### src/rtl/vout_pwmgen_pkg.sv
// ============================================================================
// Module      : vout_pkg
// Description : Shared types, defaults and clamp helper for the PWM generator.
// Revision    : 1.0 - initial release
// ============================================================================
`default_nettype none

package vout_pkg;

    typedef enum logic [0:0] {
        ST_IDLE = 1'b0,
        ST_RUN  = 1'b1
    } state_t;

    localparam int MIN_PERIOD_DEFAULT = 2;

    // Widest operand the clamp helper accepts; callers cast in and out.
    localparam int CLAMP_W = 64;

    function automatic logic [CLAMP_W-1:0] clamp_min(
        input logic [CLAMP_W-1:0] a,
        input logic [CLAMP_W-1:0] b
    );
        return (a < b) ? a : b;
    endfunction

endpackage

`default_nettype wire

### src/rtl/vout_pwmgen_if.sv
// ============================================================================
// Module      : vout_pwmgen_if
// Description : Register-side controls and pin-side outputs of the PWM
//               generator. DIR exists only when VOUT_PWMGEN_DIR_EN is defined.
// Revision    : 1.0 - initial release
// ============================================================================
`default_nettype none

interface vout_pwmgen_if #(
    parameter int WIDTH = 32
);
    logic [WIDTH-1:0] period;
    logic [WIDTH-1:0] width;
    logic             enable;
    logic             PWM;
    logic             cycle_start;
    logic             active;
`ifdef VOUT_PWMGEN_DIR_EN
    logic             DIR;
`endif

    modport master (
        output period, width, enable,
        input  PWM, cycle_start, active
`ifdef VOUT_PWMGEN_DIR_EN
        , input DIR
`endif
    );

    modport slave (
        input  period, width, enable,
        output PWM, cycle_start, active
`ifdef VOUT_PWMGEN_DIR_EN
        , output DIR
`endif
    );

endinterface

`default_nettype wire

### src/rtl/vout_pwm_shadow.sv
// ============================================================================
// Module      : vout_pwm_shadow
// Description : Double-buffered period/width registers with clamping and
//               load-edge decode. VOUT_PWMGEN_DIR_EN makes width signed.
// Revision    : 1.0 - initial release
// ============================================================================
`default_nettype none

module vout_pwm_shadow
    import vout_pkg::*;
#(
    parameter int WIDTH      = 32,
    parameter int MIN_PERIOD = MIN_PERIOD_DEFAULT
) (
    input  wire logic             clk,
    input  wire logic             rst_n,
    input  wire logic             run,
    input  wire logic [WIDTH-1:0] count,
    input  wire logic [WIDTH-1:0] period,
    input  wire logic [WIDTH-1:0] width,
    input  wire logic             enable,
    output logic                  load,
    output logic                  stop,
    output logic      [WIDTH-1:0] period_s,
    output logic      [WIDTH-1:0] width_s,
    output logic      [WIDTH-1:0] width_nx
`ifdef VOUT_PWMGEN_DIR_EN
    , output logic                dir_s
`endif
);

    localparam logic [WIDTH-1:0] c_min_period = WIDTH'(MIN_PERIOD);
    localparam logic [WIDTH-1:0] c_one        = WIDTH'(1);

    logic [WIDTH-1:0] w_period_eff;
    logic [WIDTH-1:0] w_mag;
    logic             w_last;
    logic             w_go;

    assign w_period_eff = (period < c_min_period) ? c_min_period : period;

`ifdef VOUT_PWMGEN_DIR_EN
    logic w_neg;
    assign w_neg = width[WIDTH-1];
    // Most negative input negates to itself, which reads as 2^(WIDTH-1) unsigned.
    assign w_mag = w_neg ? (~width + c_one) : width;
`else
    assign w_mag = width;
`endif

    assign width_nx = WIDTH'(clamp_min(CLAMP_W'(w_mag), CLAMP_W'(w_period_eff)));

    assign w_last = run && (count == (period_s - c_one));
    assign w_go   = enable && (period != '0);
    assign load   = (!run || w_last) && w_go;
    assign stop   = w_last && !w_go;

    always_ff @(posedge clk or negedge rst_n) begin
        if (!rst_n) begin
            period_s <= '0;
            width_s  <= '0;
`ifdef VOUT_PWMGEN_DIR_EN
            dir_s    <= 1'b0;
`endif
        end else if (load) begin
            period_s <= w_period_eff;
            width_s  <= width_nx;
`ifdef VOUT_PWMGEN_DIR_EN
            dir_s    <= w_neg;
`endif
        end
    end

endmodule

`default_nettype wire

### src/rtl/vout_pwmgen.sv
// ============================================================================
// Module      : vout_pwmgen
// Description : PWM output generator: cycle counter, FSM and registered pin.
//               Optional VOUT_PWMGEN_DIR_EN adds signed width and DIR output.
// Revision    : 1.0 - initial release
// ============================================================================
`default_nettype none

module vout_pwmgen
    import vout_pkg::*;
#(
    parameter int WIDTH      = 32,
    parameter int MIN_PERIOD = MIN_PERIOD_DEFAULT
) (
    input  wire logic      clk,
    input  wire logic      rst_n,
    vout_pwmgen_if.slave   bus
);

    localparam logic [WIDTH-1:0] c_one = WIDTH'(1);

    state_t           r_state, w_state_nx;
    logic [WIDTH-1:0] r_count, w_count_nx, w_count_inc;
    logic             r_pwm, w_pwm_nx;
    logic             r_cycle_start, w_cs_nx;
    logic             w_load, w_stop;
    logic [WIDTH-1:0] w_period_s, w_width_s, w_width_nx;
`ifdef VOUT_PWMGEN_DIR_EN
    logic             w_dir_s;
`endif

    vout_pwm_shadow #(
        .WIDTH      (WIDTH),
        .MIN_PERIOD (MIN_PERIOD)
    ) u_shadow (
        .clk      (clk),
        .rst_n    (rst_n),
        .run      (r_state == ST_RUN),
        .count    (r_count),
        .period   (bus.period),
        .width    (bus.width),
        .enable   (bus.enable),
        .load     (w_load),
        .stop     (w_stop),
        .period_s (w_period_s),
        .width_s  (w_width_s),
        .width_nx (w_width_nx)
`ifdef VOUT_PWMGEN_DIR_EN
        , .dir_s  (w_dir_s)
`endif
    );

    assign w_count_inc = r_count + c_one;

    // PWM is computed from the counter value the next clock will hold.
    always_comb begin
        w_state_nx = r_state;
        w_count_nx = '0;
        w_pwm_nx   = 1'b0;
        w_cs_nx    = 1'b0;
        if (w_load) begin
            w_state_nx = ST_RUN;
            w_pwm_nx   = (w_width_nx != '0);
            w_cs_nx    = 1'b1;
        end else if (w_stop) begin
            w_state_nx = ST_IDLE;
        end else if (r_state == ST_RUN) begin
            w_count_nx = w_count_inc;
            w_pwm_nx   = (w_count_inc < w_width_s);
        end
    end

    always_ff @(posedge clk or negedge rst_n) begin
        if (!rst_n) begin
            r_state       <= ST_IDLE;
            r_count       <= '0;
            r_pwm         <= 1'b0;
            r_cycle_start <= 1'b0;
        end else begin
            r_state       <= w_state_nx;
            r_count       <= w_count_nx;
            r_pwm         <= w_pwm_nx;
            r_cycle_start <= w_cs_nx;
        end
    end

    assign bus.PWM         = r_pwm;
    assign bus.cycle_start = r_cycle_start;
    assign bus.active      = (r_state == ST_RUN);
`ifdef VOUT_PWMGEN_DIR_EN
    assign bus.DIR         = w_dir_s;
`endif

endmodule

`default_nettype wire

### src/flat_wrapper.sv
// flat-port wrapper written by rule: the top's interface ports become plain ports
module vout_pwmgen_flat import vout_pkg::*;
#(
    parameter int WIDTH      = 32,
    parameter int MIN_PERIOD = MIN_PERIOD_DEFAULT
)
  (clk, rst_n, bus_period, bus_width, bus_enable, bus_PWM, bus_cycle_start, bus_active);
  vout_pwmgen_if #(.WIDTH(WIDTH)) bus_i ();
  input  wire logic clk;
  input  wire logic rst_n;
  input wire logic [$bits(bus_i.period)-1:0] bus_period;
  input wire logic [$bits(bus_i.width)-1:0] bus_width;
  input wire logic [$bits(bus_i.enable)-1:0] bus_enable;
  output wire logic [$bits(bus_i.PWM)-1:0] bus_PWM;
  output wire logic [$bits(bus_i.cycle_start)-1:0] bus_cycle_start;
  output wire logic [$bits(bus_i.active)-1:0] bus_active;
  assign bus_i.period = bus_period;
  assign bus_i.width = bus_width;
  assign bus_i.enable = bus_enable;
  assign bus_PWM = bus_i.PWM;
  assign bus_cycle_start = bus_i.cycle_start;
  assign bus_active = bus_i.active;
  vout_pwmgen #(.WIDTH(WIDTH), .MIN_PERIOD(MIN_PERIOD)) u_core (.clk(clk), .rst_n(rst_n), .bus(bus_i));
endmodule
### config.mk
export PLATFORM = sky130hd
export DESIGN_NAME = vout_pwmgen_flat
export DESIGN_NICKNAME = d
export VERILOG_FILES = /design/src/rtl/vout_pwmgen_pkg.sv /design/src/rtl/vout_pwmgen_if.sv /design/src/rtl/vout_pwm_shadow.sv /design/src/rtl/vout_pwmgen.sv /design/src/flat_wrapper.sv
export SDC_FILE = /design/constraint.sdc
export NUM_CORES = 1
export LEC_CHECK = 0
export CAP_MARGIN = 30
export CELL_PAD_IN_SITES_DETAIL_PLACEMENT = 0
export CELL_PAD_IN_SITES_GLOBAL_PLACEMENT = 2
export CORE_MARGIN = 3
export CORE_UTILIZATION = 38
export CTS_BUF_LIST = sky130_fd_sc_hd__clkbuf_8
export DETAILED_ROUTE_END_ITERATION = 7
export PLACE_DENSITY_LB_ADDON = 0.1
export REMOVE_ABC_BUFFERS = 1
export SLEW_MARGIN = 20
export SYNTH_ARGS = -nofsm -noshare
export SYNTH_HDL_FRONTEND = slang
export SYNTH_SLANG_ARGS = --single-unit
### constraint.sdc
create_clock -name clk -period 3.9 [get_ports clk]
set_clock_uncertainty 0.15 [all_clocks]
set_input_delay 1.17 -clock clk [delete_from_list [all_inputs] [get_ports clk]]
set_output_delay 1.17 -clock clk [all_outputs]
set_load 0.02 [all_outputs]
==> impl_metrics.csv <==
group,metric,value,unit
pwr,p_per_area,251,nW/µm²
critical_path,path_max_fanout,2,
clock_tree,cts_buffers,9,
run,cap_violations,0,
global_route,grt_pass1_wl,37300,µm
logic_synthesis,syn_avg_cell_area,9.60,µm²
clock_tree,cts_tree,"yes",
sta,setup_tns,0,ps
critical_path,worstPathRequired,4030,ps
critical_path,rr_startpoint,"u_core.u_shadow.period_s[12]",
final_layout,layout.nets,1100,
pwr,p_total,2.46,mW
critical_path,crit_type,"primary input to flip-flop",
sta,layout_min_cycle_time,3850,ps
placement,dp_slack,-642,ps
sta,slew_violations,0,
logic_synthesis,synth.distinct_cells,60,
global_route,antenna_found_initial,0,
detailed_routing,ant_nets,0,
sta,finalHoldViolCount,0,
detailed_routing,wl_per_cell,19.5,µm
critical_path,critPathSlowestCell,"nor4_2",
critical_path,critPathLaunchType,"primary input",
clock_tree,htreeDepth,3,
placement,gp_congestion,0.910,
clock_tree,clockBufferDepth,2,
clock_tree,cts_sinks,99,
critical_path,arrival,3980,ps
final_layout,final_util,52.4,%
sta,fmax,0.260,GHz
placement,placed_area,9220,µm²
detailed_routing,wl,23600,µm
logic_synthesis,synthTopCellsByArea,"dfrtp_1 (34%), ha_1 (11%), mux2i_1 (9.3%), xnor2_1 (4.7%), mux2_1 (4.2%)",
critical_path,slowest_delay,280,ps
logic_synthesis,synth_top_family_by_area,"simple AND/OR/NAND/NOR gates",
critical_path,setup.worst_path.start,"bus_period[6]",
floorplan,io_pins,70,
logic_synthesis,yosys.area.top_type,"dfrtp_1",
critical_path,reg2reg_to,"u_core.u_shadow.period_s[13]",
floorplan,rows,50,
detailed_routing,vias_per_cell,5.45,
placement,dp_hpwl,18800,µm
critical_path,endpoint_kind,"flip-flop",
detailed_routing,vias,6578,
floorplan,die_w,144,µm
clock_tree,clk_pin_slew,90,ps
sta,relSlewSlack,45.2,%
final_layout,fin_cells,1208,
clock_tree,cts_root_buf,"clkbuf_8",
detailed_routing,dr.pass1.iters,5,
floorplan,die_h,144,µm
final_layout,area_growth,35.0,%
final_layout,drive_above_1_share,21.7,%
sta,setup_violations,0,
detailed_routing,initialDrtViolationCount,416,
global_route,gr-total-overflow,0,
logic_synthesis,synth_fa_ha_area_share,11.0,%
logic_synthesis,ys_seq_elements,99,
logic_synthesis,yosysSeqAreaShare,34.0,%
logic_synthesis,yosys.area_share.simple,18.7,%
logic_synthesis,synth_compound_area_share,9.24,%
final_layout,postLayoutCellArea,9830,µm²
logic_synthesis,synth_edf_count,0,
final_layout,fill_cells,1732,
logic_synthesis,synth_top_area_share,34.0,%
logic_synthesis,yosys_warnings,0,
floorplan,fp.coreArea,18800,µm²
global_route,grt_max_degree,52,
global_route,grt_pass1_vias,6856,
critical_path,rrSetupSlack,130,ps
logic_synthesis,synth_flop_cell,"dfrtp_1",
floorplan,initial_utilization,38.8,%
sta,fin_hold_ws,385,ps
placement,port_buffers,69,
worst_hold_path,holdCritPathClass,"flip-flop to flip-flop",
critical_path,crit_chain,"dlygate4sd2_1, nor4_2, buf_4, nand4_1, buf_6, nor2_4, buf_6, buf_4, buf_4, buf_4, buf_4, buf_4, buf_4, buf_4, buf_4, buf_4, buf_4, buf_4, nor2b_1, mux2_4, mux2_4",
critical_path,path_common_cell,"buf_4",
floorplan,die_area,20900,µm²
clock_tree,cts_hold_buf,0,
clock_tree,insertion_delay,400,ps
status,status,"finished, final reports clean",
sta,period_share,98.7,%
sta,worstMarginPinSlew,812,ps
global_route,grtUsageTotal,23.3,%
logic_synthesis,synth-xor-area-share,7.94,%
logic_synthesis,muxShareOfSynthArea,13.7,%
placement,dpl.cell_count,1168,
pwr,leakagePower,5.19,nW
detailed_routing,drc,0,
critical_path,rr_worst_depth,11,
logic_synthesis,synthArstFlopShare,100,%
logic_synthesis,synth_cells,759,
final_layout,diodes,0,
sta,setup_ws,52.6,ps
pwr,ir_drop,0.142,mV
logic_synthesis,syn_area,7280,µm²
critical_path,cp-endpoint,"u_core.u_shadow.width_s[0]",
## state kept, by name, indices dropped and copies added, names as in the netlist
register,cells
u_core.u_shadow.width_s,32
u_core.r_count,32
u_core.bus.cycle_start,1
u_core.bus.PWM,1
u_core.bus.active,1
u_core.u_shadow.period_s,32
## metal layers
metal  global-route usage (%)  vias to the layer above  part of all wire, %
li1                         -                     3160                    -
met1                     33.6                     3237                   48
met2                     37.0                      157                   46
met3                     3.70                       24                  4.3
met4                     5.25                        0                  1.4
met5                        0                        -                    0
## cells in the final DEF (no fill, tap or decap), types with 10 or more instances in the layout
cell             synthesis  final
a21o_1                  19     19
a21oi_1                 20     17
and3_1                  10     10
buf_4                    1    150
clkbuf_8                 0     12
clkdlybuf4s50_1          0     40
dfrtp_1                 99     99
dlymetal6s2s_1           0     21
ha_1                    64     64
inv_1                   73     74
mux2_1                  27     26
mux2i_1                 68     68
nand2_1                 26     26
nand3_1                 22     22
nand4_1                 29     29
nor2_1                  31     28
nor2b_1                 32     32
nor3_1                  22     20
nor4_1                  24     16
xnor2_1                 39     39
xor2_1                  27     27
## repair_timing
| item | 4_1_cts | 5_1_grt |
|---|---|---|
| gates resized for setup | 15 | 50 |
| pin swaps | 9 | 12 |
| setup endpoints to repair | 41 | 66 |
| buffers inserted | 23 | 2 |
## worst min path at each step
stage,startpoint,end,slack (ps),cells past startpoint
after floorplan,u_core.u_shadow.width_s[0],u_core.u_shadow.width_s[0],310,1
after global placement,u_core.u_shadow.period_s[31],u_core.u_shadow.period_s[31],360,1
after detailed placement,u_core.u_shadow.width_s[16],u_core.u_shadow.width_s[16],370,2
after CTS,u_core.u_shadow.width_s[16],u_core.u_shadow.width_s[16],390,2
after global routing,u_core.u_shadow.width_s[18],u_core.u_shadow.width_s[18],410,2
final,u_core.u_shadow.width_s[16],u_core.u_shadow.width_s[16],380,2
## synthesized netlist by cell type (22+ instances only)
cell type / instances
mux2_1: 27
dfrtp_1: 99
nand4_1: 29
nor3_1: 22
nand2_1: 26
ha_1: 64
inv_1: 73
nor2b_1: 32
mux2i_1: 68
nand3_1: 22
xor2_1: 27
xnor2_1: 39
nor2_1: 31
nor4_1: 24
## layout make-up
| cell class | count | area (µm²) | area share, % |
|---|---|---|---|
| clock buffer | 12 | 165 | 1.68 |
| clock inverter | 4 | 48.8 | 0.496 |
| inverter | 74 | 278 | 2.82 |
| multi-input combinational | 559 | 4580 | 46.6 |
| sequential | 99 | 2480 | 25.2 |
| tap | 234 | 293 | 2.98 |
| timing repair buffer | 226 | 1990 | 20.2 |
## where the power goes
group	switching, mW	leakage (nW)	internal, mW
combinational	0.312	3.88	0.300
clock	0.386	0.106	0.347
sequential	0.0329	1.20	1.08
total	0.732	5.19	1.73
## cells by family after synthesis
family                     count (synthesis)
buffers and inverters                    101
xor gates and xnor gates                  66
adders and majority gates                 64
and+or+nand+nor                          237
muxes                                     96
DFF                                       99
AOI/OAI and AO/OA                         96
## worst max-delay path, delay by kind of cell
family	cells	cell delay [ps]
buffers and inverters	15	1710
muxes	2	520
and+or+nand+nor	4	560
Note: power is estimated with default switching activity, not from simulation.
